===== config.mk =====
export PLATFORM = sky130hd
export DESIGN_NAME = bomb_scheduler
export DESIGN_NICKNAME = d
export VERILOG_FILES = /design/src/rtl/bomb_scheduler.sv
export SDC_FILE = /design/constraint.sdc
export NUM_CORES = 1
export LEC_CHECK = 0
export BUFFER_PORTS_ARGS = -buffer_cell sky130_fd_sc_hd__buf_2
export CELL_PAD_IN_SITES_DETAIL_PLACEMENT = 1
export CELL_PAD_IN_SITES_GLOBAL_PLACEMENT = 1
export CORE_MARGIN = 1
export CORE_UTILIZATION = 46
export DETAILED_ROUTE_END_ITERATION = 8
export PLACE_DENSITY = 0.84
export SLEW_MARGIN = 20
export SYNTH_ARGS = -nofsm -noshare
export SYNTH_HDL_FRONTEND = slang
export SYNTH_SLANG_ARGS = --single-unit

===== constraint.sdc =====
create_clock -name clk -period 8.36 [get_ports clk]
set_clock_uncertainty 0.15 [all_clocks]
set_input_delay 0.418 -clock clk [delete_from_list [all_inputs] [get_ports clk]]
set_output_delay 0.418 -clock clk [all_outputs]
set_load 0.05 [all_outputs]

===== src/rtl/bomb_scheduler.sv =====
`timescale 1ns/1ps
// bomb_scheduler
// Owns the bomb slots. Arbitrates placement requests from the two players,
// allocates the lowest free slot, and runs each bomb through its fuse and
// blast phases, ticking once per frame on EOF.
//
// Ports:
//   clk, reset (async, active-high), EOF (per-frame tick)
//   req0/req1, pos0X/pos0Y/pos1X/pos1Y : placement requests with coordinates
//   gnt0/gnt1, deny0/deny1             : one-cycle response pulses
//   slot_state  [2*NSLOT]  : per slot 00 free, 01 armed, 10 blasting
//   slot_x/slot_y [11*NSLOT] : packed signed coordinates per slot
//   slot_owner  [NSLOT]    : owning player (valid when slot not free)
//   blast_start [NSLOT]    : one-cycle pulse on entry to blasting
//
// Slot states:
//   state    | meaning
//   S_FREE   | slot unused, available for allocation
//   S_ARMED  | bomb placed, fuse counting down on EOF
//   S_BLAST  | blast active, counting down on EOF, then back to free
module bomb_scheduler #(
  parameter int NSLOT        = 4,
  parameter int MAXP         = 2,
  parameter int FUSE_FRAMES  = 120,
  parameter int BLAST_FRAMES = 30
) (
  input  logic                      clk,
  input  logic                      reset,
  input  logic                      EOF,
  input  logic                      req0,
  input  logic                      req1,
  input  logic signed [10:0]        pos0X,
  input  logic signed [10:0]        pos0Y,
  input  logic signed [10:0]        pos1X,
  input  logic signed [10:0]        pos1Y,
  output logic                      gnt0,
  output logic                      gnt1,
  output logic                      deny0,
  output logic                      deny1,
  output logic [2*NSLOT-1:0]        slot_state,
  output logic [11*NSLOT-1:0]       slot_x,
  output logic [11*NSLOT-1:0]       slot_y,
  output logic [NSLOT-1:0]          slot_owner,
  output logic [NSLOT-1:0]          blast_start
);

  localparam int CMAX = (FUSE_FRAMES > BLAST_FRAMES) ? FUSE_FRAMES : BLAST_FRAMES;
  localparam int CW   = $clog2(CMAX + 1);
  localparam logic [CW-1:0] FUSE_LD  = CW'(FUSE_FRAMES);
  localparam logic [CW-1:0] BLAST_LD = CW'(BLAST_FRAMES);
  localparam logic [CW-1:0] CNT_ONE  = CW'(1);

  typedef enum logic [1:0] {
    S_FREE  = 2'b00,
    S_ARMED = 2'b01,
    S_BLAST = 2'b10
  } slot_st_e;

  slot_st_e           st_q    [NSLOT];
  slot_st_e           st_d    [NSLOT];
  logic [CW-1:0]      cnt_q   [NSLOT];
  logic [CW-1:0]      cnt_d   [NSLOT];
  logic signed [10:0] x_q     [NSLOT];
  logic signed [10:0] x_d     [NSLOT];
  logic signed [10:0] y_q     [NSLOT];
  logic signed [10:0] y_d     [NSLOT];
  logic [NSLOT-1:0]   owner_q, owner_d;
  logic [NSLOT-1:0]   blast_q, blast_d;
  logic               rr_q, rr_d;
  logic               gnt0_q, gnt0_d, gnt1_q, gnt1_d;
  logic               deny0_q, deny0_d, deny1_q, deny1_d;

  logic               elig0, elig1, sel_valid, sel_p;
  logic signed [10:0] req_x, req_y;
  int                 live_cnt;
  logic               dup_hit, free_found, do_grant;
  logic [NSLOT-1:0]   free_oh;

  // Request decision, made purely from registered slot state so a slot freed
  // on this edge only becomes allocatable on the next decision.
  always_comb begin
    elig0      = req0 & ~gnt0_q & ~deny0_q;
    elig1      = req1 & ~gnt1_q & ~deny1_q;
    sel_valid  = elig0 | elig1;
    sel_p      = (elig0 & elig1) ? rr_q : elig1;
    req_x      = sel_p ? pos1X : pos0X;
    req_y      = sel_p ? pos1Y : pos0Y;
    live_cnt   = 0;
    dup_hit    = 1'b0;
    free_oh    = '0;
    free_found = 1'b0;
    for (int i = 0; i < NSLOT; i++) begin
      if (st_q[i] != S_FREE) begin
        if (owner_q[i] == sel_p) live_cnt = live_cnt + 1;
        if (x_q[i] == req_x && y_q[i] == req_y) dup_hit = 1'b1;
      end else if (!free_found) begin
        free_oh[i] = 1'b1;
        free_found = 1'b1;
      end
    end
    do_grant = sel_valid & (live_cnt < MAXP) & ~dup_hit & free_found;
    gnt0_d   = sel_valid & ~sel_p &  do_grant;
    deny0_d  = sel_valid & ~sel_p & ~do_grant;
    gnt1_d   = sel_valid &  sel_p &  do_grant;
    deny1_d  = sel_valid &  sel_p & ~do_grant;
    rr_d     = sel_valid ? ~sel_p : rr_q;
  end

  // Per-slot sequencing. A newly granted slot was free in registered state,
  // so it never takes an EOF tick in its grant cycle.
  always_comb begin
    owner_d = owner_q;
    blast_d = '0;
    for (int i = 0; i < NSLOT; i++) begin
      st_d[i]  = st_q[i];
      cnt_d[i] = cnt_q[i];
      x_d[i]   = x_q[i];
      y_d[i]   = y_q[i];
      if (do_grant && free_oh[i]) begin
        st_d[i]    = S_ARMED;
        cnt_d[i]   = FUSE_LD;
        owner_d[i] = sel_p;
        x_d[i]     = req_x;
        y_d[i]     = req_y;
      end else if (EOF && st_q[i] != S_FREE) begin
        if (cnt_q[i] == CNT_ONE) begin
          if (st_q[i] == S_ARMED) begin
            st_d[i]    = S_BLAST;
            cnt_d[i]   = BLAST_LD;
            blast_d[i] = 1'b1;
          end else begin
            st_d[i]  = S_FREE;
            cnt_d[i] = '0;
          end
        end else begin
          cnt_d[i] = cnt_q[i] - CNT_ONE;
        end
      end
    end
  end

  always_ff @(posedge clk or posedge reset) begin
    if (reset) begin
      for (int i = 0; i < NSLOT; i++) begin
        st_q[i]  <= S_FREE;
        cnt_q[i] <= '0;
        x_q[i]   <= '0;
        y_q[i]   <= '0;
      end
      owner_q <= '0;
      blast_q <= '0;
      rr_q    <= 1'b0;
      gnt0_q  <= 1'b0;
      gnt1_q  <= 1'b0;
      deny0_q <= 1'b0;
      deny1_q <= 1'b0;
    end else begin
      for (int i = 0; i < NSLOT; i++) begin
        st_q[i]  <= st_d[i];
        cnt_q[i] <= cnt_d[i];
        x_q[i]   <= x_d[i];
        y_q[i]   <= y_d[i];
      end
      owner_q <= owner_d;
      blast_q <= blast_d;
      rr_q    <= rr_d;
      gnt0_q  <= gnt0_d;
      gnt1_q  <= gnt1_d;
      deny0_q <= deny0_d;
      deny1_q <= deny1_d;
    end
  end

  always_comb begin
    slot_state = '0;
    slot_x     = '0;
    slot_y     = '0;
    for (int i = 0; i < NSLOT; i++) begin
      slot_state[2*i +: 2] = st_q[i];
      slot_x[11*i +: 11]   = x_q[i];
      slot_y[11*i +: 11]   = y_q[i];
    end
  end

  assign slot_owner  = owner_q;
  assign blast_start = blast_q;
  assign gnt0        = gnt0_q;
  assign gnt1        = gnt1_q;
  assign deny0       = deny0_q;
  assign deny1       = deny1_q;

endmodule


After elaboration in Yosys (flattened, before gate mapping). Cells that the tools add are included.

Register bits after elaboration: 137. Input port bits: 49. Output and inout port bits: 108. Logic and storage cells: 181.

$add $sub $neg: 7. Bitwise operators: 22. Eq/ne operators: 20. Magnitude comparators: 1. Reductions and logical operators: 28. Mux-type cells: 77.

Operator list (number): two-way mux 32 bit (6); adder 32 x 2 -> 32 bit, second input constant (3); equality test 11 bit (8); two-way mux 7 bit (12); two-way mux 1 bit (37); less-than comparator 32 x 3 -> 1 bit, second input constant (1); two-way mux 2 bit (16); equality test 7 x 1 -> 1 bit, second input constant (4); subtractor 7 x 1 -> 7 bit, second input constant (4); nonzero test 2 bit (12); two-way mux 11 bit (2); two-way mux 5 bit (4); bitwise AND 1 bit (14); logical AND 1 bit (12); equality test 2 x 1 -> 1 bit, second input constant (4); AND reduction 2 bit (4); inverter 1 bit (7); equality test 1 bit (4); bitwise OR 1 bit (1).

Longest topological paths before layout.
Depth in word-level cells: 24. Gate-level depth with buffers: 19. Depth with buffers taken out: 14.

Worst setup path after synthesis. Ideal clock, no wire load.

Path kind: register -> register. From: register gnt0_q (netlist: gnt0). To: register cnt_q[23] in the netlist's numbering. Data arrival time: 4717 ps. Period minus slack after synthesis: 4989 ps. Slack: 3371 ps. Library setup time: 122 ps. Buffers on the path: 5. Cell stages (with the launch flop): 20. Data required time: 8088 ps. Cell sequence: dfrtp_1 nor4b_4 nor2_4 buf_4 buf_2 buf_2 xnor2_1 ha_1 a32oi_1 inv_1 ha_1 or2_2 o32ai_1 a211oi_1 a221oi_2 nand3_1 or4_1 buf_6 buf_6 a32o_1.

Word-level cells in the longest chain between the ends: 23. Elaborated cells between the ends (all ways): 51. Those cells by class: 3 x add/sub; 1 x order compare; 12 x eq/ne; 20 x mux; 9 x bitwise; 6 x reduce/logical.

RTL lines: from (decl) (line 70) `logic gnt0_q, gnt0_d, gnt1_q, gnt1_d;`; from (signal assigned) (line 167) `gnt0_q <= gnt0_d;`; inverter 1 bit (*) (line 82) `elig0 = req0 & ~gnt0_q & ~deny0_q;`; bitwise AND 1 bit (*) (2 in a row) (line 82); bitwise AND 1 bit (line 85) `sel_p = (elig0 & elig1) ? rr_q : elig1;`; two-way mux 1 bit (line 85); equality test 1 bit (line 94) `if (owner_q[i] == sel_p) live_cnt = live_cnt + 1;`; two-way mux 1 bit (line 94); two-way mux 1 bit (line 93) `if (st_q[i] != S_FREE) begin`; adder 32 x 2 -> 32 bit (line 94); [5 not listed]; adder 32 x 2 -> 32 bit (line 94); two-way mux 32 bit (line 94); two-way mux 32 bit (line 93); less-than comparator 32 x 3 -> 1 bit (line 101) `do_grant = sel_valid & (live_cnt < MAXP) & ~dup_hit & free_found;`; bitwise AND 1 bit (line 101); bitwise AND 1 bit (*) (2 in a row) (line 101); logical AND 1 bit (*) (line 119) `if (do_grant && free_oh[i]) begin`; two-way mux 7 bit or nonzero test 2 bit (tied branches); to (signal, indexed assignment) (line 160) `cnt_q[i] <= cnt_d[i];`; to (decl) (line 61) `logic [CW-1:0] cnt_q [NSLOT];`.

Mark *: on every way between the ends. The rest lies on a longest branch, timed or not. A chain may end at the register's enable or synchronous reset.

Final worst setup path.
From: register gnt1_q (netlist: gnt1). To: register x_q, in the netlist slot_x[4].

Word-level cells in the longest chain between the ends: 22. Elaborated cells between the ends (all ways): 49. Those cells by class: 3 x add/sub; 1 x order compare; 12 x eq/ne; 19 x mux; 9 x bitwise; 5 x reduce/logical.

RTL lines: from (decl) (line 70); from (signal assigned) (line 168) `gnt1_q <= gnt1_d;`; inverter 1 bit (*) (line 83) `elig1 = req1 & ~gnt1_q & ~deny1_q;`; bitwise AND 1 bit (*) (2 in a row) (line 83); bitwise AND 1 bit (line 85); two-way mux 1 bit (line 85); equality test 1 bit (line 94); two-way mux 1 bit (line 94); two-way mux 1 bit (line 93); adder 32 x 2 -> 32 bit (line 94); [3 not listed]; two-way mux 32 bit (line 94); two-way mux 32 bit (line 93); adder 32 x 2 -> 32 bit (line 94); two-way mux 32 bit (line 94); two-way mux 32 bit (line 93); less-than comparator 32 x 3 -> 1 bit (line 101); bitwise AND 1 bit (3 in a row) (line 101); logical AND 1 bit (line 119); to (signal, indexed assignment) (line 161) `x_q[i] <= x_d[i];`; to (decl) (line 63) `logic signed [10:0] x_q [NSLOT];`.

Marked as above.

==> impl_metrics.csv <==
group,metric,value,unit
global_route,grt_pass1_wl,51.4,mm
clock_network,cts_resized,0,
detailed_routing,drt-total-wl,34.0,mm
worst_setup_path,cp-end-kind,"flop",
timing,period_needed,5.87,ns
detailed_routing,viasPerCell,6.46,
synth,synthesis.nets,928,
worst_setup_path,setup.worst_path.end,"slot_x[4]",
timing,relSlewSlack,37.2,%
placed_design,dp.cells,1227,
synth,synthDominantCellAreaShare,41.2,%
worst_setup_path,cp-start-kind,"flop",
detailed_routing,ant_nets,0,
synth,synthFlopType,"dfrtp_1",
detailed_routing,drt_iter0_markers,953,
global_route,antenna_found_initial,1,
floorplan,coreArea,17500,sq um
layout,antennaDiodeCount,0,
synth,yosysWarnings,0,
pwr,seqPwrFrac,28.9,%
detailed_routing,wl_per_cell,27.0,microns
global_route,grt_pass1_vias,8428,
layout,mostFrequentLayoutCells,"156 x buf_2, 137 x dfrtp_1, 78 x inv_1",
detailed_routing,vias,8141,
pwr,finalPower,0.00491,W
worst_setup_path,cp-startpoint,"gnt1",
pwr,p_sw_share,54.0,%
placed_design,postPlaceCellArea,9300,sq um
layout,final_net_count,1081,
timing,maxSlewViolCount,0,
synth,synth_area_leader_cell,"dfrtp_1",
layout,final_common_cell,"buf_2",
detailed_routing,drc,0,
pwr,p_clk_share,16.5,%
floorplan,fp.dieH,136,microns
synth,syn_avg_cell_area,9.57,sq um
floorplan,start_util,47.6,%
worst_setup_path,reg2reg_slack,2.49,ns
timing,worstMarginPinSlew,0.940,ns
pwr,p_sw,0.00265,W
floorplan,fp-row-count,48,
global_route,grt_overflow,0,
clock_network,tritoncts,"built",
pwr,peakVddDrop,0.368,mV
synth,yosysSeqAreaShare,41.2,%
synth,ys_seq_elements,137,
worst_setup_path,critPathKind,"reg -> reg",
worst_hold_path,whs_path_depth,3,
worst_setup_path,cp_max_fo,34,
detailed_routing,drt_first_pass_iters,8,
worst_setup_path,r2r_cells,15,
synth,synth_area_leaders,"dfrtp_1 41%, mux2_2 8.3%, xor2_1 4.3%",
worst_setup_path,r2r-end,"slot_x[4]",
worst_setup_path,cp.required,8.54,ns
placed_design,portBuffers,156,
pwr,p_comb_share,54.6,%
clock_network,cts_max_path_buffers,2,
synth,syn_area,8310,sq um
timing,setup_viol,0,
synth,syn_inst,869,
clock_network,cts_sinks,137,
layout,fill_cells,2041,
worst_hold_path,hold_class,"in -> reg",
floorplan,io_pins,157,
synth,ys_types,73,
layout,regArea,3430,sq um
global_route,grt_usage,38.1,%
timing,fmax,170,MHz
layout,multiInputGateArea,4450,sq um
layout,post-route-cell-area,9930,sq um
layout,drive_gt1_share,27.0,%
placed_design,hpwl,25.1,mm
worst_setup_path,arrival,6.05,ns
timing,tns,0,ns
synth,synth-edff-count,0,
timing,grt_setup_unrepaired,"no",
global_route,grt_max_degree,81,
clock_network,cts_max_level,4,
clock_network,clkSlewWorstSetupHoldPaths,0.07,ns
clock_network,cts_buffers,17,
pwr,p_leak,4.63,nW
pwr,power.density,495,nW/um^2
pwr,power.internal,0.00226,W
layout,syn_to_final_growth,19.5,%
floorplan,die_x,136,microns
synth,ys_async_sr_fraction,100,%
timing,post-route-period-util,70.2,%
outcome,status,"finished clean",
floorplan,dieArea,18600,sq um
placed_design,gp_congestion,1.00,
worst_setup_path,r2r_start,"gnt1",
clock_network,clk_latency,0.44,ns
timing,final_hold_viol_count,0,
layout,final_cells,1260,
clock_network,cts-root-buf,"clkbuf_16",
job,drv_cap,0,
## flip-flops by register name, indices dropped and copies added (netlist names)
| name | cells |
|---|---|
| slot_x | 44 |
| slot_state | 8 |
| cnt_q | 28 |
| rr_q | 1 |
| blast_start | 4 |
| deny0 | 1 |
| slot_owner | 4 |
| gnt1 | 1 |
| gnt0 | 1 |
| slot_y | 44 |
| deny1 | 1 |
## critical path: stages, from the launching register on
cell and delay [ns]:
dfrtp_1 0.40, or3b_4 0.51, nor2_4 0.76, xnor2_1 0.21
ha_1 0.36, a32oi_1 0.34, inv_1 0.09, ha_1 0.23
or2_2 0.32, o32ai_1 0.26, a211oi_1 0.10, a221oi_2 0.25
nand3_1 0.18, or4_1 0.86, buf_4 0.39, mux2_2 0.32
## metal layers
layer / GRT usage (%) / share of wire [%]
met1: 48.9 / 39
met2: 60.3 / 46
met3: 8.91 / 10
met4: 17.9 / 4.8
met5: 0 / 0.038
## metrics by stage
stage	util, %	setup WS, ns	hold WS, ns
floorplan	-	3.37	0.325
global placement	53.2	2.78	0.350
detailed placement	53.2	2.51	0.373
CTS	56.8	2.60	0.212
global route	56.8	2.15	0.225
finish	56.8	2.49	0.228
## cells by family after synthesis
group,after synthesis,share of synthesized area (%)
adder cells (fa/ha/maj),10,1.51
multiplexers,79,10.5
XOR/XNOR,72,7.59
buffers and inverters,110,5.45
flip-flops,137,41.2
AND/OR/NAND/NOR,252,16.5
AO/OA/AOI/OAI,209,17.3
## area by class of cell
| cell class | instances | share of cell area [%] |
|---|---|---|
| multi-input cells | 622 | 44.8 |
| flip-flops and latches | 137 | 34.5 |
| repair buffers | 165 | 8.57 |
| clock buffers | 18 | 4.32 |
| inverters | 79 | 3.04 |
| clock inverters | 14 | 1.88 |
| well taps | 225 | 2.83 |
## worst min-delay path by stage
stage,start,end,slack [ns]
floorplan,cnt_q[13],cnt_q[13],0.32
global placement,cnt_q[13],cnt_q[13],0.35
detailed placement,cnt_q[13],cnt_q[13],0.37
CTS,req0,deny0,0.21
global route,req0,deny0,0.22
finish,req0,deny0,0.23
## power by group through the flow
stage | sequential [W] | clock (W) | combinational [W]
after floorplan | 0.00205 | 0 | 0.00115
after detailed placement | 0.00140 | 0 | 0.00263
final | 0.00142 | 0.000810 | 0.00269
after global routing | 0.00144 | 0.000846 | 0.00282
after global placement | 0.00139 | 0 | 0.00256
after CTS | 0.00140 | 0.000815 | 0.00265
## cells in the mapped netlist, types with 4 or more instances
cell type and instances:
mux2i_1 14, or3_1 6, mux2_1 4, or2_2 6, nand2b_1 6, nand3b_1 5
a2111oi_0 10, a222oi_1 9, xor2_1 41, a22oi_1 5, nand4_1 16, or4_1 4
nor3_1 23, o21ai_0 31, a211oi_1 6, o221ai_1 4, mux2_2 61, xnor2_1 31
nand2_1 48, nor2_1 43, a21o_1 13, dfrtp_1 137, o21ai_1 9, inv_1 79
a221o_1 4, ha_1 10, a211o_1 4, o22ai_1 28, nor4_1 15, clkbuf_1 13
buf_2 14, a221oi_1 10, a21oi_1 45, nand3_1 25, nor2b_1 31
## timing repair
item,4_1_cts,5_1_grt
setup buffers,0,0
hold buffers,1,0
hold endpoints to repair,8,0
Note: power is estimated with default switching activity, not from simulation.
